<file path="config.mk">
export PLATFORM = sky130hd
export DESIGN_NAME = axi_addr_queue
export DESIGN_NICKNAME = d
export VERILOG_FILES = /design/src/rtl/axi_queue_pkg.sv /design/src/rtl/axi_queue_ptr.sv /design/src/rtl/axi_addr_queue.sv
export SDC_FILE = /design/constraint.sdc
export NUM_CORES = 1
export LEC_CHECK = 0
export ABC_AREA = 1
export CAP_MARGIN = 15
export CORE_AREA = 2 2 218 220
export CTS_BUF_LIST = sky130_fd_sc_hd__clkbuf_4
export CTS_CLUSTER_DIAMETER = 150
export DETAILED_ROUTE_END_ITERATION = 7
export DIE_AREA = 0 0 220 222
export GPL_TIMING_DRIVEN = 0
export PLACE_DENSITY = 0.44
export RECOVER_POWER = 100
export SYNTH_ARGS = -nofsm -noshare
export SYNTH_HDL_FRONTEND = slang
export SYNTH_HIERARCHICAL = 1
export SYNTH_SLANG_ARGS = --single-unit
</file>
<file path="constraint.sdc">
create_clock -name clk -period 4.8 [get_ports clk]
set_clock_uncertainty 0.05 [all_clocks]
set_input_delay 0.72 -clock clk [delete_from_list [all_inputs] [get_ports clk]]
set_output_delay 0.72 -clock clk [all_outputs]
set_load 0.01 [all_outputs]
</file>
<file path="src/rtl/axi_queue_pkg.sv">
`default_nettype none
// ============================================================================
// Module   : axi_queue_pkg
// Brief    : Shared AXI4 Ax-channel field widths, beat type and sizing helpers.
// Revision : 1.0
// ============================================================================
package axi_queue_pkg;

    localparam int unsigned AXI_ADDR_W   = 32;
    localparam int unsigned AXI_ID_W     = 6;
    localparam int unsigned AXI_USER_W   = 1;
    localparam int unsigned AXI_LEN_W    = 8;
    localparam int unsigned AXI_SIZE_W   = 3;
    localparam int unsigned AXI_BURST_W  = 2;
    localparam int unsigned AXI_LOCK_W   = 1;
    localparam int unsigned AXI_CACHE_W  = 4;
    localparam int unsigned AXI_PROT_W   = 3;
    localparam int unsigned AXI_QOS_W    = 4;
    localparam int unsigned AXI_REGION_W = 4;

    typedef struct packed {
        logic [AXI_ADDR_W-1:0]   addr;
        logic [AXI_LEN_W-1:0]    len;
        logic [AXI_SIZE_W-1:0]   size;
        logic [AXI_BURST_W-1:0]  burst;
        logic [AXI_LOCK_W-1:0]   lock;
        logic [AXI_CACHE_W-1:0]  cache;
        logic [AXI_PROT_W-1:0]   prot;
        logic [AXI_QOS_W-1:0]    qos;
        logic [AXI_REGION_W-1:0] region;
        logic [AXI_ID_W-1:0]     id;
        logic [AXI_USER_W-1:0]   user;
    } axi_ax_t;

    // Width of one packed Ax beat for a given address/ID/user configuration.
    function automatic int unsigned ax_beat_w(input int unsigned addr_w,
                                              input int unsigned id_w,
                                              input int unsigned user_w);
        return addr_w + AXI_LEN_W + AXI_SIZE_W + AXI_BURST_W + AXI_LOCK_W
             + AXI_CACHE_W + AXI_PROT_W + AXI_QOS_W + AXI_REGION_W + id_w + user_w;
    endfunction

    function automatic int unsigned ptr_w(input int unsigned depth);
        return (depth > 1) ? $clog2(depth) : 1;
    endfunction

endpackage
`default_nettype wire

</file>
<file path="src/rtl/axi_queue_ptr.sv">
`default_nettype none
// ============================================================================
// Module   : axi_queue_ptr
// Brief    : Incrementing queue pointer with enable, wrapping from DEPTH-1 to 0.
// Revision : 1.0
// ============================================================================
module axi_queue_ptr
    import axi_queue_pkg::*;
#(
    parameter  int unsigned DEPTH = 4,
    localparam int unsigned PTR_W = ptr_w(DEPTH)
) (
    input  logic             clk,
    input  logic             reset_n,
    input  logic             en_i,
    output logic [PTR_W-1:0] ptr_o
);

    logic [PTR_W-1:0] ptr_q;
    logic [PTR_W-1:0] ptr_d;

    // Explicit wrap keeps non-power-of-two depths inside [0, DEPTH-1].
    always_comb begin
        ptr_d = ptr_q;
        if (en_i) begin
            ptr_d = (ptr_q == PTR_W'(DEPTH - 1)) ? '0 : ptr_q + PTR_W'(1);
        end
    end

    always_ff @(posedge clk or negedge reset_n) begin
        if (!reset_n) begin
            ptr_q <= '0;
        end else begin
            ptr_q <= ptr_d;
        end
    end

    assign ptr_o = ptr_q;

endmodule
`default_nettype wire

</file>
<file path="src/rtl/axi_addr_queue.sv">
`default_nettype none
// ============================================================================
// Module   : axi_addr_queue
// Brief    : Parametrised AXI4 AR/AW address-channel FIFO with occupancy count,
//            optional empty-queue flow-through and full-queue pipe modes.
// Revision : 1.0
// ============================================================================
module axi_addr_queue
    import axi_queue_pkg::*;
#(
    parameter  int unsigned DEPTH  = 4,
    parameter  int unsigned ADDR_W = 32,
    parameter  int unsigned ID_W   = 6,
    parameter  int unsigned USER_W = 1,
    parameter  bit          FLOW   = 1'b0,
    parameter  bit          PIPE   = 1'b0,
    localparam int unsigned CNT_W  = $clog2(DEPTH + 1)
) (
    input  logic                    clk,
    input  logic                    reset_n,

    input  logic                    io_enq_valid,
    output logic                    io_enq_ready,
    input  logic [ADDR_W-1:0]       io_enq_bits_addr,
    input  logic [AXI_LEN_W-1:0]    io_enq_bits_len,
    input  logic [AXI_SIZE_W-1:0]   io_enq_bits_size,
    input  logic [AXI_BURST_W-1:0]  io_enq_bits_burst,
    input  logic                    io_enq_bits_lock,
    input  logic [AXI_CACHE_W-1:0]  io_enq_bits_cache,
    input  logic [AXI_PROT_W-1:0]   io_enq_bits_prot,
    input  logic [AXI_QOS_W-1:0]    io_enq_bits_qos,
    input  logic [AXI_REGION_W-1:0] io_enq_bits_region,
    input  logic [ID_W-1:0]         io_enq_bits_id,
    input  logic [USER_W-1:0]       io_enq_bits_user,

    output logic                    io_deq_valid,
    input  logic                    io_deq_ready,
    output logic [ADDR_W-1:0]       io_deq_bits_addr,
    output logic [AXI_LEN_W-1:0]    io_deq_bits_len,
    output logic [AXI_SIZE_W-1:0]   io_deq_bits_size,
    output logic [AXI_BURST_W-1:0]  io_deq_bits_burst,
    output logic                    io_deq_bits_lock,
    output logic [AXI_CACHE_W-1:0]  io_deq_bits_cache,
    output logic [AXI_PROT_W-1:0]   io_deq_bits_prot,
    output logic [AXI_QOS_W-1:0]    io_deq_bits_qos,
    output logic [AXI_REGION_W-1:0] io_deq_bits_region,
    output logic [ID_W-1:0]         io_deq_bits_id,
    output logic [USER_W-1:0]       io_deq_bits_user,

    output logic [CNT_W-1:0]        io_count
);

    localparam int unsigned PTR_W  = ptr_w(DEPTH);
    localparam int unsigned BEAT_W = ax_beat_w(ADDR_W, ID_W, USER_W);

    logic [BEAT_W-1:0] mem_q [DEPTH];
    logic              maybe_full_q;
    logic              maybe_full_d;

    logic [PTR_W-1:0]  enq_ptr;
    logic [PTR_W-1:0]  deq_ptr;
    logic [BEAT_W-1:0] enq_beat;
    logic [BEAT_W-1:0] head_beat;
    logic [BEAT_W-1:0] deq_beat;

    logic ptr_match;
    logic empty;
    logic full;
    logic bypass;
    logic do_enq;
    logic do_deq;
    logic wr_en;
    logic rd_adv;

    logic [CNT_W-1:0] enq_ext;
    logic [CNT_W-1:0] deq_ext;
    logic [CNT_W-1:0] count;

    assign enq_beat = {io_enq_bits_addr, io_enq_bits_len, io_enq_bits_size,
                       io_enq_bits_burst, io_enq_bits_lock, io_enq_bits_cache,
                       io_enq_bits_prot, io_enq_bits_qos, io_enq_bits_region,
                       io_enq_bits_id, io_enq_bits_user};

    assign ptr_match = (enq_ptr == deq_ptr);
    assign empty     = ptr_match & ~maybe_full_q;
    assign full      = ptr_match &  maybe_full_q;

    assign io_enq_ready = ~full | (PIPE & io_deq_ready);
    assign bypass       = FLOW & empty & io_enq_valid;
    assign io_deq_valid = ~empty | bypass;

    assign do_enq = io_enq_valid & io_enq_ready;
    assign do_deq = io_deq_valid & io_deq_ready;

    // A bypassed beat consumed in the same cycle never touches storage.
    assign wr_en  = do_enq & ~(bypass & io_deq_ready);
    assign rd_adv = do_deq & ~bypass;

    always_comb begin
        maybe_full_d = maybe_full_q;
        if (wr_en != rd_adv) begin
            maybe_full_d = wr_en;
        end
    end

    always_ff @(posedge clk or negedge reset_n) begin
        if (!reset_n) begin
            maybe_full_q <= 1'b0;
        end else begin
            maybe_full_q <= maybe_full_d;
        end
    end

    always_ff @(posedge clk or negedge reset_n) begin
        if (!reset_n) begin
            for (int i = 0; i < int'(DEPTH); i++) begin
                mem_q[i] <= '0;
            end
        end else if (wr_en) begin
            mem_q[enq_ptr] <= enq_beat;
        end
    end

    axi_queue_ptr #(
        .DEPTH   (DEPTH)
    ) u_enq_ptr (
        .clk     (clk),
        .reset_n (reset_n),
        .en_i    (wr_en),
        .ptr_o   (enq_ptr)
    );

    axi_queue_ptr #(
        .DEPTH   (DEPTH)
    ) u_deq_ptr (
        .clk     (clk),
        .reset_n (reset_n),
        .en_i    (rd_adv),
        .ptr_o   (deq_ptr)
    );

    // Occupancy is widened to CNT_W before subtracting so DEPTH itself is representable.
    assign enq_ext = CNT_W'(enq_ptr);
    assign deq_ext = CNT_W'(deq_ptr);

    always_comb begin
        count = '0;
        if (full) begin
            count = CNT_W'(DEPTH);
        end else if (enq_ext >= deq_ext) begin
            count = enq_ext - deq_ext;
        end else begin
            count = CNT_W'(DEPTH) - deq_ext + enq_ext;
        end
    end

    assign io_count  = count;
    assign head_beat = mem_q[deq_ptr];
    assign deq_beat  = bypass ? enq_beat : head_beat;

    assign {io_deq_bits_addr, io_deq_bits_len, io_deq_bits_size,
            io_deq_bits_burst, io_deq_bits_lock, io_deq_bits_cache,
            io_deq_bits_prot, io_deq_bits_qos, io_deq_bits_region,
            io_deq_bits_id, io_deq_bits_user} = deq_beat;

endmodule
`default_nettype wire

</file>
# [Yosys cells after proc, flatten, opt, wreduce, memory -nomap -nowiden]
# Cells that the tools add are included.
[op_classes] addsub=5 magnitude_cmp=4 eq_ne=4 n_mux=10 bitwise_logic=9 n_reduce_logical=1
[op_table] cell="$bwmux W272" n=1
[op_table] cell="$mux W68" n=3
[op_table] cell="$bmux W68 S2" n=1
[op_table] cell="$demux W68 S2" n=1
[op_table] cell="$ge A3 B3 Y1 const B" n=2
[op_table] cell="$mux W3" n=2
[op_table] cell="$not A2 Y3" n=2
[op_table] cell="$add A2 B1 Y2 const B" n=2
[op_table] cell="$and A1 B1 Y1" n=4
[op_table] cell="$eq A2 B2 Y1 const B" n=2
[op_table] cell="$mux W2" n=2
[op_table] cell="$add A3 B2 Y3" n=1
[op_table] cell="$lt A3 B1 Y1 const B" n=1
[op_table] cell="$not A1 Y1" n=3
[op_table] cell="$sub A2 B2 Y3" n=1
[op_table] cell="$sub A3 B2 Y3 const A" n=1
[op_table] cell="$eq A2 B2 Y1" n=1
[op_table] cell="$ge A2 B2 Y1" n=1
[op_table] cell="$logic_and A1 B1 Y1" n=1
[op_table] cell="$ne A1 B1 Y1" n=1
[word_totals] ff_bits=277

# [Logic depth before layout (Yosys ltp)]
[logic_depth] ltp_word=6 ltp_mapped=12 depth_no_buf=10

# [Cells and area by module]
# The synthesis kept the hierarchy.
[by_module_without_submodules] module="axi_addr_queue" n_inst=1 cells_per_inst=1760 area_per_inst_um2=13660.6 seq_area_each_um2=6831.6
[by_module_without_submodules] module="axi_queue_ptr" n_inst=2 cells_per_inst=11 area_per_inst_um2=92.6 seq_area_each_um2=50.0

# [Worst setup path before layout]
# OpenSTA, ideal clock, no wires.
[synth_timing] path_kind="reg-to-output" startpoint="reg u_deq_ptr.ptr_q[1], in the netlist u_deq_ptr/ptr_o[1]" endpoint="out io_count[1]" t_arrival_ns=1.974 required_time_ns=4.030 setup_slack_ns=2.056 stages_incl_launch_ff=9 cell_sequence="dfrtp_1 clkbuf_1 clkbuf_1 inv_1 ha_1 nand3_2 clkbuf_1 nand2_1 inv_1"
[synth_between] elab_chain_cells=4 elab_cells_between_ends=8
[synth_lines] item="start: declaration" line="axi_queue_ptr.sv:19" text="logic [PTR_W-1:0] ptr_q;"
[synth_lines] item="start signal: assignment" line="axi_queue_ptr.sv:34" text="ptr_q <= ptr_d;"
[synth_lines] item="$sub A3 B2 Y3" line="axi_addr_queue.sv:153" text="count = CNT_W'(DEPTH) - deq_ext + enq_ext;"
[synth_lines] item="$add A3 B2 Y3" line="axi_addr_queue.sv:153"
[synth_lines] item="$mux W3" line="axi_addr_queue.sv:150" text="end else if (enq_ext >= deq_ext) begin"
[synth_lines] item="$mux W3 *" line="axi_addr_queue.sv:148" text="if (full) begin"
[synth_lines] item="end: declaration" line="axi_addr_queue.sv:50" text="output logic [CNT_W-1:0] io_count"
# Every way passes the cells marked *; elsewhere a longest branch is shown, timed or not.

# [Worst setup path after layout]
[layout_timing] startpoint="reg u_deq_ptr.ptr_q[0], in the netlist u_deq_ptr/ptr_o[0]" endpoint="out io_deq_bits_addr[4]"
[layout_between] elab_chain_cells=4
[layout_lines] item="$not A2 Y3 (implied by the code)" line="axi_addr_queue.sv:158" text="assign head_beat = mem_q[deq_ptr];"
[layout_lines] item="$bmux W68 S2" line="axi_addr_queue.sv:158"
[layout_lines] item="$mux W68 (implied by the code) (2 in a row)" line="axi_addr_queue.sv:158"
[layout_lines] item="end: declaration" line="axi_addr_queue.sv:38" text="output logic [ADDR_W-1:0] io_deq_bits_addr,"
# Every way passes these cells. The select of a mux whose other input is x is not followed.

==> flow_summary.toml <==
[clock_tree]
clk_latency_ps = 790
post_cts_buffers = 0
numCtsBuffers = 88
tritoncts = "yes"
htreeDepth = 3
cts_buffer_depth = 3
cts_sinks = 277
cts.clk_slew.worst_paths_ps = 60
clockRootBuffer = "clkbuf_4"

[power_and_ir_drop]
ir_worst_vdd_mv = 0.2722
power_mw = 12.90
p_comb_share_pct = 51.8
p_per_area_nw_per_um2 = 756.0
p_sw_share_pct = 46.68
leakage_nw = 8.650
pwr-share-clk_pct = 17.5
pwr-share-seq_pct = 30.7
p_switching_mw = 6.021
intPower_mw = 6.877

[floorplan]
boundaryPins = 145
dieArea_sq_um = 48840
start_util_pct = 29.93
rows = 79
core_sq_um = 46260
fp.dieH_um = 222
die_w_um = 220

[cells_and_area]
fin_cells = 2669
layout_commonest_cell = "nand2_1"
layout_common_cells = "701 x nand2_1, 277 x dfrtp_1, 272 x nand4_1, 146 x inv_1, 126 x clkbuf_4"
synthToLayoutAreaGrowth_pct = 23.22
nets = 2096
layout-drive-gt1-share_pct = 8.685
post-route-util_pct = 36.88
nFillCells = 5042

[yosys]
yosysWarnings = 6
synth_edf_count = 0
syn_inst = 1782
syn-num-nets = 1859
synth_cell_types = 20
syn-cell-area_sq_um = 13850
ys.flop_type = "dfrtp_1"
seq_area_frac_synth_pct = 50.06
synth_seq_cells = 277
async_flop_share_pct = 100.0
syn_avg_cell_area_sq_um = 7.770

[sta]
worst_slew_pin_slew_ps = 2878
fin_crit_ps = 4571
fmax_mhz = 218.8
finalHoldViolations = 0
fin_ws_ps = 229.2
slew_violations = 47
slew_headroom_pct = -91.84
setup_viol = 0
rsz0062_at_grt = "false"
min_period_over_period_pct = 95.22

[worst_setup_path]
crit_arrival_ps = 3800
r2r_end = "mem_q[128]"
cp.required_ps = 4030
worst_r2r_startpoint = "u_deq_ptr/ptr_o[1]"
r2r_cells = 10
endpoint_kind = "output pin"
cp_max_fo = 10
critPathLaunchType = "flip-flop"
critical_path_class = "reg -> out"
regToRegSetupSlack_ps = 1160

[run]
cap_violations = 1

[detailed_routing]
vias = 13430
avgRoutedWirePerCell_um = 19.69
drtPass1Iterations = 5
drt_iter0_markers = 1131
drc = 0
ant_nets = 0
wl_mm = 52.56
viasPerCell = 5.032

[min_path]
hold-path-endpoint = "maybe_full_q"
hp-class = "in -> reg"
worstHoldPathCells = 4
hold_path.startpoint = "io_enq_valid"

[global_routing]
grt_pass1_wl_mm = 81.84
grt_max_degree = 84
grt_overflow = 0
grt_pass1_vias = 13350
antenna_found_initial = 2
grt_use_total_pct = 21.87

[place]
dpl.cell_count = 2535
hpwlAfterDp_mm = 35.70
place.gp.congestion = 0.8035
place.port_buffers = 143
dp_slack_ps = 729.8

[run_status]
violations = "capacitance limit, slew limit"
status = "finished, violations left"
## worst max path at each step
stage                            start                    to  cells past startpoint
floorplan           u_deq_ptr/ptr_o[1]           io_count[1]                      8
CTS                 u_deq_ptr/ptr_o[1]           io_count[1]                      9
detailed placement  u_deq_ptr/ptr_o[1]           io_count[1]                      9
finish              u_deq_ptr/ptr_o[0]   io_deq_bits_addr[4]                      6
global placement               reset_n             mem_q[44]                      1
global route        u_deq_ptr/ptr_o[0]  io_deq_bits_burst[0]                      6
## worst max-delay path, cell delays in order (launching register included)
cell and delay, ps:
dfrtp_1 440, buf_2 330, clkbuf_1 880, clkbuf_2 400, o211ai_1 200, nand2_1 190
clkdlybuf4s50_1 550
## per-layer routing
| metal | GRT usage [%] | share of wire, % |
|---|---|---|
| met5 | 0 | 0.021 |
| met4 | 6.365 | 2.1 |
| met3 | 4.307 | 5.1 |
| met2 | 32.98 | 45 |
| met1 | 31.59 | 48 |
## registers in the layout (all words and copies together) (netlist names)
signal	count
maybe_full_q	1
u_deq_ptr/ptr_o	2
u_enq_ptr/ptr_o	2
mem_q	272
## timing repair
| action | 4_1_cts | 5_1_grt |
|---|---|---|
| pin swaps | 0 | 0 |
| endpoints found under the hold margin | 46 | 0 |
| setup endpoints to repair | 2 | 2 |
| hold buffers | 1 | 0 |
| gates resized for setup | 1 | 2 |
## Yosys cell counts, types with 2 or more instances
master    instances  area (sq um)
nand3_2           2         20.02
clkbuf_1         86         322.8
buf_1            22         82.58
buf_2            53         265.3
a21oi_1          69         345.3
ha_1              4         50.05
inv_1           146         548.0
nor2_4            2         22.52
nor2_1            2         7.510
o211ai_1         68         510.5
o21ai_0          68         340.3
nand2_1         701          2631
inv_2             3         11.26
nand4_1         272          1702
dfrtp_1         277          6932
nand3_1           3         15.01
## cell families after synthesis
| kind of cell | count (synthesis) | synth area share, % |
|---|---|---|
| AO/OA/AOI/OAI | 205 | 8.639 |
| adder cells (fa/ha/maj) | 5 | 0.5061 |
| buffers and inverters | 311 | 8.937 |
| flip-flops | 277 | 50.06 |
| AND/OR/NAND/NOR | 984 | 31.85 |
## stage by stage
stage	instance area [sq um]	hold slack [ps]	TNS, ps
2_1_floorplan	13850	374.4	0
3_3_place_gp	16040	397.3	-2928770
3_5_place_dp	16120	403.0	0
4_1_cts	17100	206.3	0
5_1_grt	17060	273.6	0
6_report	17060	286.1	0
## cell type report
type	count	area, sq um	area share (%)
sequential	277	6932	40.63
tap	607	759.5	4.451
inverter	149	559.3	3.278
clock buffer	126	945.9	5.544
buffer	162	661.9	3.879
timing repair buffer	147	1501	8.800
antenna	1	2.502	0.01467
multi-input combinational	1194	5677	33.27
clock inverter	6	22.52	0.1320
## power groups by stage
stage               sequential, mW  clock (mW)  combinational (mW)
CTS                           3.95        2.33                6.94
global route                  4.09        2.45                7.48
global placement              3.98           0                6.86
floorplan                     3.85           0                3.87
detailed placement            3.98           0                6.91
finish                        3.96        2.26                6.68
Note: power is estimated with default switching activity, not from simulation.
